$ cat src/rtl/muldiv_unit.sv
// Iterative RV32M multiply/divide unit: shift-add multiply and restoring divide,
// one bit per cycle, with division fast paths, pipeline flush and a tagged result.
module muldiv_unit #(
    parameter int XLEN  = 32,
    parameter int TAG_W = 5
) (
    input  logic             clk,
    input  logic             rst,
    input  logic             start,
    input  logic             flush,
    input  logic [2:0]       funct3,
    input  logic [XLEN-1:0]  a,
    input  logic [XLEN-1:0]  b,
    input  logic [TAG_W-1:0] tag_in,
    output logic             busy,
    output logic             done,
    output logic [XLEN-1:0]  result,
    output logic [TAG_W-1:0] tag_out
);

    localparam int CW = $clog2(XLEN + 1);

    localparam logic [1:0] ST_IDLE = 2'b00;
    localparam logic [1:0] ST_CALC = 2'b01;
    localparam logic [1:0] ST_DONE = 2'b10;

    localparam logic [XLEN-1:0] MOST_NEG = {1'b1, {(XLEN-1){1'b0}}};

    function automatic logic [XLEN-1:0] neg_x(input logic [XLEN-1:0] v, input logic en);
        neg_x = en ? (~v + {{(XLEN-1){1'b0}}, 1'b1}) : v;
    endfunction

    function automatic logic [2*XLEN-1:0] neg_2x(input logic [2*XLEN-1:0] v, input logic en);
        neg_2x = en ? (~v + {{(2*XLEN-1){1'b0}}, 1'b1}) : v;
    endfunction

    logic [1:0]        state_r;
    logic [2:0]        op_r;
    logic [TAG_W-1:0]  tag_r;
    logic              neg_q_r;
    logic              neg_r_r;
    logic [CW-1:0]     count_r;
    logic [XLEN-1:0]   opa_r;
    logic [XLEN-1:0]   opb_r;
    logic [2*XLEN-1:0] work_r;
    logic [XLEN-1:0]   result_r;
    logic [TAG_W-1:0]  tag_out_r;
    logic              busy_r;
    logic              done_r;

    logic              a_neg_s;
    logic              b_neg_s;
    logic [XLEN-1:0]   a_mag_s;
    logic [XLEN-1:0]   b_mag_s;
    logic              fast_s;
    logic [XLEN-1:0]   fast_val_s;

    logic [2*XLEN-1:0] mul_add_s;
    logic [XLEN:0]     div_top_s;
    logic [XLEN:0]     div_diff_s;
    logic [2*XLEN-1:0] step_s;
    logic [2*XLEN-1:0] prod_s;
    logic [XLEN-1:0]   final_s;

    assign busy    = busy_r;
    assign done    = done_r;
    assign result  = result_r;
    assign tag_out = tag_out_r;

    // Request decode: operand signedness, magnitudes and division special cases.
    always_comb begin
        a_neg_s    = 1'b0;
        b_neg_s    = 1'b0;
        fast_s     = 1'b0;
        fast_val_s = {XLEN{1'b0}};
        case (funct3)
            3'b001, 3'b100, 3'b110: begin
                a_neg_s = a[XLEN-1];
                b_neg_s = b[XLEN-1];
            end
            3'b010: begin
                a_neg_s = a[XLEN-1];
            end
            default: begin
                a_neg_s = 1'b0;
                b_neg_s = 1'b0;
            end
        endcase
        a_mag_s = neg_x(a, a_neg_s);
        b_mag_s = neg_x(b, b_neg_s);
        if (funct3[2] && (b == {XLEN{1'b0}})) begin
            fast_s     = 1'b1;
            fast_val_s = funct3[1] ? a : {XLEN{1'b1}};
        end else if (funct3[2] && !funct3[0] && (a == MOST_NEG) && (b == {XLEN{1'b1}})) begin
            fast_s     = 1'b1;
            fast_val_s = funct3[1] ? {XLEN{1'b0}} : a;
        end else begin
            fast_s     = 1'b0;
            fast_val_s = {XLEN{1'b0}};
        end
    end

    // One iteration: MSB-first shift-add, or a restoring step on {rem, quo}.
    always_comb begin
        mul_add_s  = {(2*XLEN){1'b0}};
        div_top_s  = work_r[2*XLEN-1:XLEN-1];
        div_diff_s = div_top_s - {1'b0, opb_r};
        if (opa_r[XLEN-1]) begin
            mul_add_s = {{XLEN{1'b0}}, opb_r};
        end else begin
            mul_add_s = {(2*XLEN){1'b0}};
        end
        if (!op_r[2]) begin
            step_s = {work_r[2*XLEN-2:0], 1'b0} + mul_add_s;
        end else if (!div_diff_s[XLEN]) begin
            step_s = {div_diff_s[XLEN-1:0], work_r[XLEN-2:0], 1'b1};
        end else begin
            step_s = {div_top_s[XLEN-1:0], work_r[XLEN-2:0], 1'b0};
        end
    end

    // Result selection with sign correction, taken from the final iteration value.
    always_comb begin
        prod_s = neg_2x(step_s, neg_q_r);
        case (op_r)
            3'b000:                 final_s = prod_s[XLEN-1:0];
            3'b001, 3'b010, 3'b011: final_s = prod_s[2*XLEN-1:XLEN];
            3'b100, 3'b101:         final_s = neg_x(step_s[XLEN-1:0], neg_q_r);
            3'b110, 3'b111:         final_s = neg_x(step_s[2*XLEN-1:XLEN], neg_r_r);
            default:                final_s = {XLEN{1'b0}};
        endcase
    end

    // Control FSM, operand latches, iteration datapath and registered outputs.
    always_ff @(posedge clk or negedge rst) begin
        if (!rst) begin
            state_r   <= ST_IDLE;
            op_r      <= 3'b000;
            tag_r     <= {TAG_W{1'b0}};
            neg_q_r   <= 1'b0;
            neg_r_r   <= 1'b0;
            count_r   <= {CW{1'b0}};
            opa_r     <= {XLEN{1'b0}};
            opb_r     <= {XLEN{1'b0}};
            work_r    <= {(2*XLEN){1'b0}};
            result_r  <= {XLEN{1'b0}};
            tag_out_r <= {TAG_W{1'b0}};
            busy_r    <= 1'b0;
            done_r    <= 1'b0;
        end else begin
            case (state_r)
                ST_IDLE: begin
                    if (start && !flush) begin
                        op_r    <= funct3;
                        tag_r   <= tag_in;
                        neg_q_r <= a_neg_s ^ b_neg_s;
                        neg_r_r <= a_neg_s;
                        count_r <= {CW{1'b0}};
                        opa_r   <= a_mag_s;
                        opb_r   <= b_mag_s;
                        work_r  <= funct3[2] ? {{XLEN{1'b0}}, a_mag_s} : {(2*XLEN){1'b0}};
                        busy_r  <= 1'b1;
                        if (fast_s) begin
                            state_r   <= ST_DONE;
                            result_r  <= fast_val_s;
                            tag_out_r <= tag_in;
                            done_r    <= 1'b1;
                        end else begin
                            state_r <= ST_CALC;
                            done_r  <= 1'b0;
                        end
                    end else begin
                        busy_r <= 1'b0;
                        done_r <= 1'b0;
                    end
                end
                ST_CALC: begin
                    if (flush) begin
                        state_r <= ST_IDLE;
                        busy_r  <= 1'b0;
                        done_r  <= 1'b0;
                    end else begin
                        count_r <= count_r + {{(CW-1){1'b0}}, 1'b1};
                        work_r  <= step_s;
                        opa_r   <= {opa_r[XLEN-2:0], 1'b0};
                        if (count_r == CW'(XLEN - 1)) begin
                            state_r   <= ST_DONE;
                            result_r  <= final_s;
                            tag_out_r <= tag_r;
                            done_r    <= 1'b1;
                        end else begin
                            done_r <= 1'b0;
                        end
                    end
                end
                ST_DONE: begin
                    // Leaves DONE regardless of flush; the visible pulse stands.
                    state_r <= ST_IDLE;
                    busy_r  <= 1'b0;
                    done_r  <= 1'b0;
                end
                default: begin
                    state_r <= ST_IDLE;
                    busy_r  <= 1'b0;
                    done_r  <= 1'b0;
                end
            endcase
        end
    end

endmodule

$ cat config.mk
export PLATFORM = sky130hd
export DESIGN_NAME = muldiv_unit
export DESIGN_NICKNAME = d
export VERILOG_FILES = /design/src/rtl/muldiv_unit.sv
export SDC_FILE = /design/constraint.sdc
export NUM_CORES = 1
export LEC_CHECK = 0
export CORE_ASPECT_RATIO = 1.75
export CORE_MARGIN = 2
export CORE_UTILIZATION = 40
export DETAILED_ROUTE_END_ITERATION = 7
export PLACE_DENSITY = 0.66
export SYNTH_ARGS = -nofsm -noshare
export SYNTH_HDL_FRONTEND = slang
export SYNTH_SLANG_ARGS = --single-unit
$ cat constraint.sdc
create_clock -name clk -period 7.7 [get_ports clk]
set_input_delay 1.925 -clock clk [delete_from_list [all_inputs] [get_ports clk]]
set_output_delay 1.925 -clock clk [all_outputs]
set_load 0.005 [all_outputs]
==> results by group <==
Yosys
  • Largest cells by area after synthesis: dfrtp_1, o21ai_0, nand2_1
  • EDFF count, synth: 0
  • Mapped Area: 0.01807 sq mm
  • Yosys Warn Count: 0
  • Async S/R FF share, synth: 100.0%
  • Largest area contributor in the netlist: dfrtp_1
  • Ys flop type: dfrtp_1
  • Distinct cells, synth: 92
  • Syn_area_per_cell: 7.576 sq um
  • Synth Instances: 2385
  • Sequential-to-total area share from yosys stat: 25.62%
  • Synth top area share: 25.62%
  • Syn Nets: 2532
  • Yosys reg bits: 185

STA
  • Setup tns final: 0 ns
  • Hold slack final: 0.4824 ns
  • Final Max Tran Viols: 0
  • Achievable Freq: 0.1422 GHz
  • Clk_skew: 0.02325 ns
  • Fin crit share: 91.35%
  • Unrepaired setup endpoints after global routing: false
  • Period minus WS final: 7.034 ns
  • Tightest Pin Transition: 1.055 ns
  • Fin. Hold Viols: 0
  • Slew HR: 29.65%
  • Final setup fails: 0

Setup path
  • Worst setup SP type: register
  • Crit path max-delay cell type: or4b_1
  • WP data arrival: 7.37 ns
  • Worst Path Buf+Inv: 3
  • Worst setup path start: work_r[31]$_DFFE_PN0P_
  • CP required: 8.04 ns
  • Crit-path cells: inv_1 -> ha_1 -> inv_1 -> fa_1 -> a211oi_1 -> o211ai_1 -> a21oi_1 -> a2111o_1 -> nand2_1 -> buf_4 -> nand2_1 -> nor2_1 -> nor2_1 -> ha_1 -> nand3_1 -> or4b_1 -> or4_1 -> or2_1 -> or4_1 -> or2_0 -> o41ai_1 -> nor4_1 -> a221oi_1 -> nand3_1
  • Reg2reg start: work_r[31]$_DFFE_PN0P_
  • Maximum fanout along the worst path: 10
  • Delay-heaviest family, CP: simple AND/OR/NAND/NOR gates
  • CP peak stage delay: 0.51 ns
  • CP Class: register to register
  • Crit end category: register

Detailed routing
  • Number of vias in the routed layout: 20.07k
  • Post-DRT Antenna Nets: 0
  • Met3 wire len: 5175 um
  • Initial DRC count: 2239
  • WL per Instance: 28.08 um
  • Routed wl met2: 40790 um
  • Max Used Layer: met5
  • Drt via density: 6.619
  • DRC: 0
  • Pre-antenna DRT Iters: 7
  • Total wire length: 85140 um
  • M1 wire length: 31090 um

Job
  • Max-capacitance violation count: 0

Final layout
  • Layout cells sized above 1: 5.746%
  • Most frequent cells in the layout: nand2_1, o21ai_0, nor2_1, dfrtp_1, a21oi_1
  • Nets: 2588
  • Most common cell after layout, fill and taps aside: nand2_1
  • Area Growth Syn to Fin: 13.77%
  • Area of the multi-input gates: 0.01266 sq mm
  • Register area: 0.004633 sq mm
  • Fill count: 4500

Placement
  • GP Congestion: 1.057
  • Final HPWL DP: 66920 um
  • Port-buffer cells: 114

GRT
  • Vias in the first global route: 19.35k
  • Largest net degree at the start of global routing: 150
  • Initial antenna violation count: 3
  • Total GRT Usage: 35.96%
  • First-pass GRT wire length: 124700 um
  • Total grt overflow: 0

Floorplan
  • Die Y: 285.2 um
  • Core Region: 0.04485 sq mm
  • # IOs: 115
  • Row count: 103
  • Die width: 164.7 um
  • Die area: 0.04695 sq mm
  • Initial Util: 40.29%

CTS
  • Root cell of the clock tree: clkbuf_16
  • Htree depth: 4
  • Clock-pin slew on the worst setup and hold paths: 0.09 ns
  • CTS tree: done
  • Post-CTS Hold Buffers: 0
  • CTS resizes: 0
  • Clock Latency Late Sink: 0.47 ns
  • CTS sink count: 185
  • Post-CTS Setup Bufs: 0
  • CTS max path bufs: 2
  • CTS Buf Count: 17

Pwr
  • Peak supply drop: 0.1728 mV
  • Cell leakage power: 8.125 nW
  • P per Cell Area: 345.4 mW/mm^2

Min path
  • Hold_sp: tag_r[0]$_DFFE_PN0P_
  • Min-delay worst type: register to register

Run status
  • Status: completed
[layout make-up]
type                    count  share of cell area [%]
inverters                  77                   1.406
clock inverters            15                   1.010
diodes                      1                 0.01217
repair buffers            175                   7.858
well taps                 577                   3.512
clock buffers              17                   2.069
multi-input cells        1985                   61.59
flip-flops and latches    185                   22.54
[worst min-delay path, delay by kind of cell, from the launching register on]
family / cells / cell delay [ns]
DFF: 1 / 0.35
and+or+nand+nor: 2 / 0.10
[sequential cells by signal, indices dropped and copies added, names as in the netlist]
register and cells:
work_r 64, opa_r 32, opb_r 32, result 32
count_r 6, tag_out 5, tag_r 5, op_r 3
state_r 2, busy 1, done 1, neg_q_r 1
neg_r_r 1
[routing by layer]
layer	vias to the layer above	GRT usage, %
met2	1059	60.31
met5	-	0
met1	9666	41.44
met3	304	3.709
met4	2	27.87
li1	9038	-
[kinds of logic (layout without fill, tap and decap cells)]
kind of cell               Yosys count  in the layout  share of synthesized area, %
DFF                                185            185                         25.62
muxes                               35             35                         1.987
and+or+nand+nor                    873            873                         23.75
adders and majority gates           71             71                         5.000
AOI/OAI and AO/OA                  831            831                         30.66
xor gates and xnor gates           175            175                         8.483
other                                0              1                             0
buffers and inverters              215            284                         4.494
[power by group]
part	internal, mW	switching [mW]
clock	0.453	0.529
sequential	1.19	0.372
combinational	1.53	3.03
total	3.17	3.93
[stage by stage]
step	worst slack, ns	power, mW	cell area, sq um	std cells	utilization, %
3_5_place_dp	0.8008	5.961	19920	2999	44.42
3_3_place_gp	0.8013	5.960	19920	2999	44.42
5_1_grt	0.3889	7.470	20550	3031	45.83
4_1_cts	0.7749	6.968	20550	3031	45.83
2_1_floorplan	1.546	4.355	18070	2385	-
6_report	0.6662	7.100	20560	3032	45.84
[final timing paths]
check	end	slack, ns	cells after the start
max reg2reg	result[20]$_DFFE_PN0P_	0.67	24
min	tag_r[0]$_DFFE_PN0P_	0.48	2
min in group asynchronous	work_r[7]$_DFFE_PN0P_	1.34	1
min reg2reg	tag_r[0]$_DFFE_PN0P_	0.48	2
max	result[20]$_DFFE_PN0P_	0.67	24
max in group asynchronous	work_r[63]$_DFFE_PN0P_	5.16	2
[cell usage after synthesis, types with 8 or more instances]
library cell,n
a22oi_1,16
a221o_1,43
or3_1,25
ha_1,69
nor2_1,191
o221ai_1,12
o31a_1,8
o211ai_1,51
a211oi_1,27
xor2_1,75
a22o_1,16
a221oi_1,13
xnor2_1,100
or4_1,14
nand4_1,56
or2_2,10
nor2b_1,15
o21ai_0,218
o31ai_1,22
clkbuf_1,130
and2_1,43
nand3_1,45
dfrtp_1,185
o41ai_1,9
a21oi_1,175
o21bai_1,9
a21o_1,22
a31oi_1,28
nand2_1,289
o21ai_1,19
nand2b_1,21
inv_1,73
nor4_1,29
o22ai_1,20
mux2i_1,28
nor3_1,61
o2111ai_1,8
o21a_1,19
a211o_1,13
o211a_1,8
and3_1,21
No activity file was read; power rests on OpenSTA's default activity.
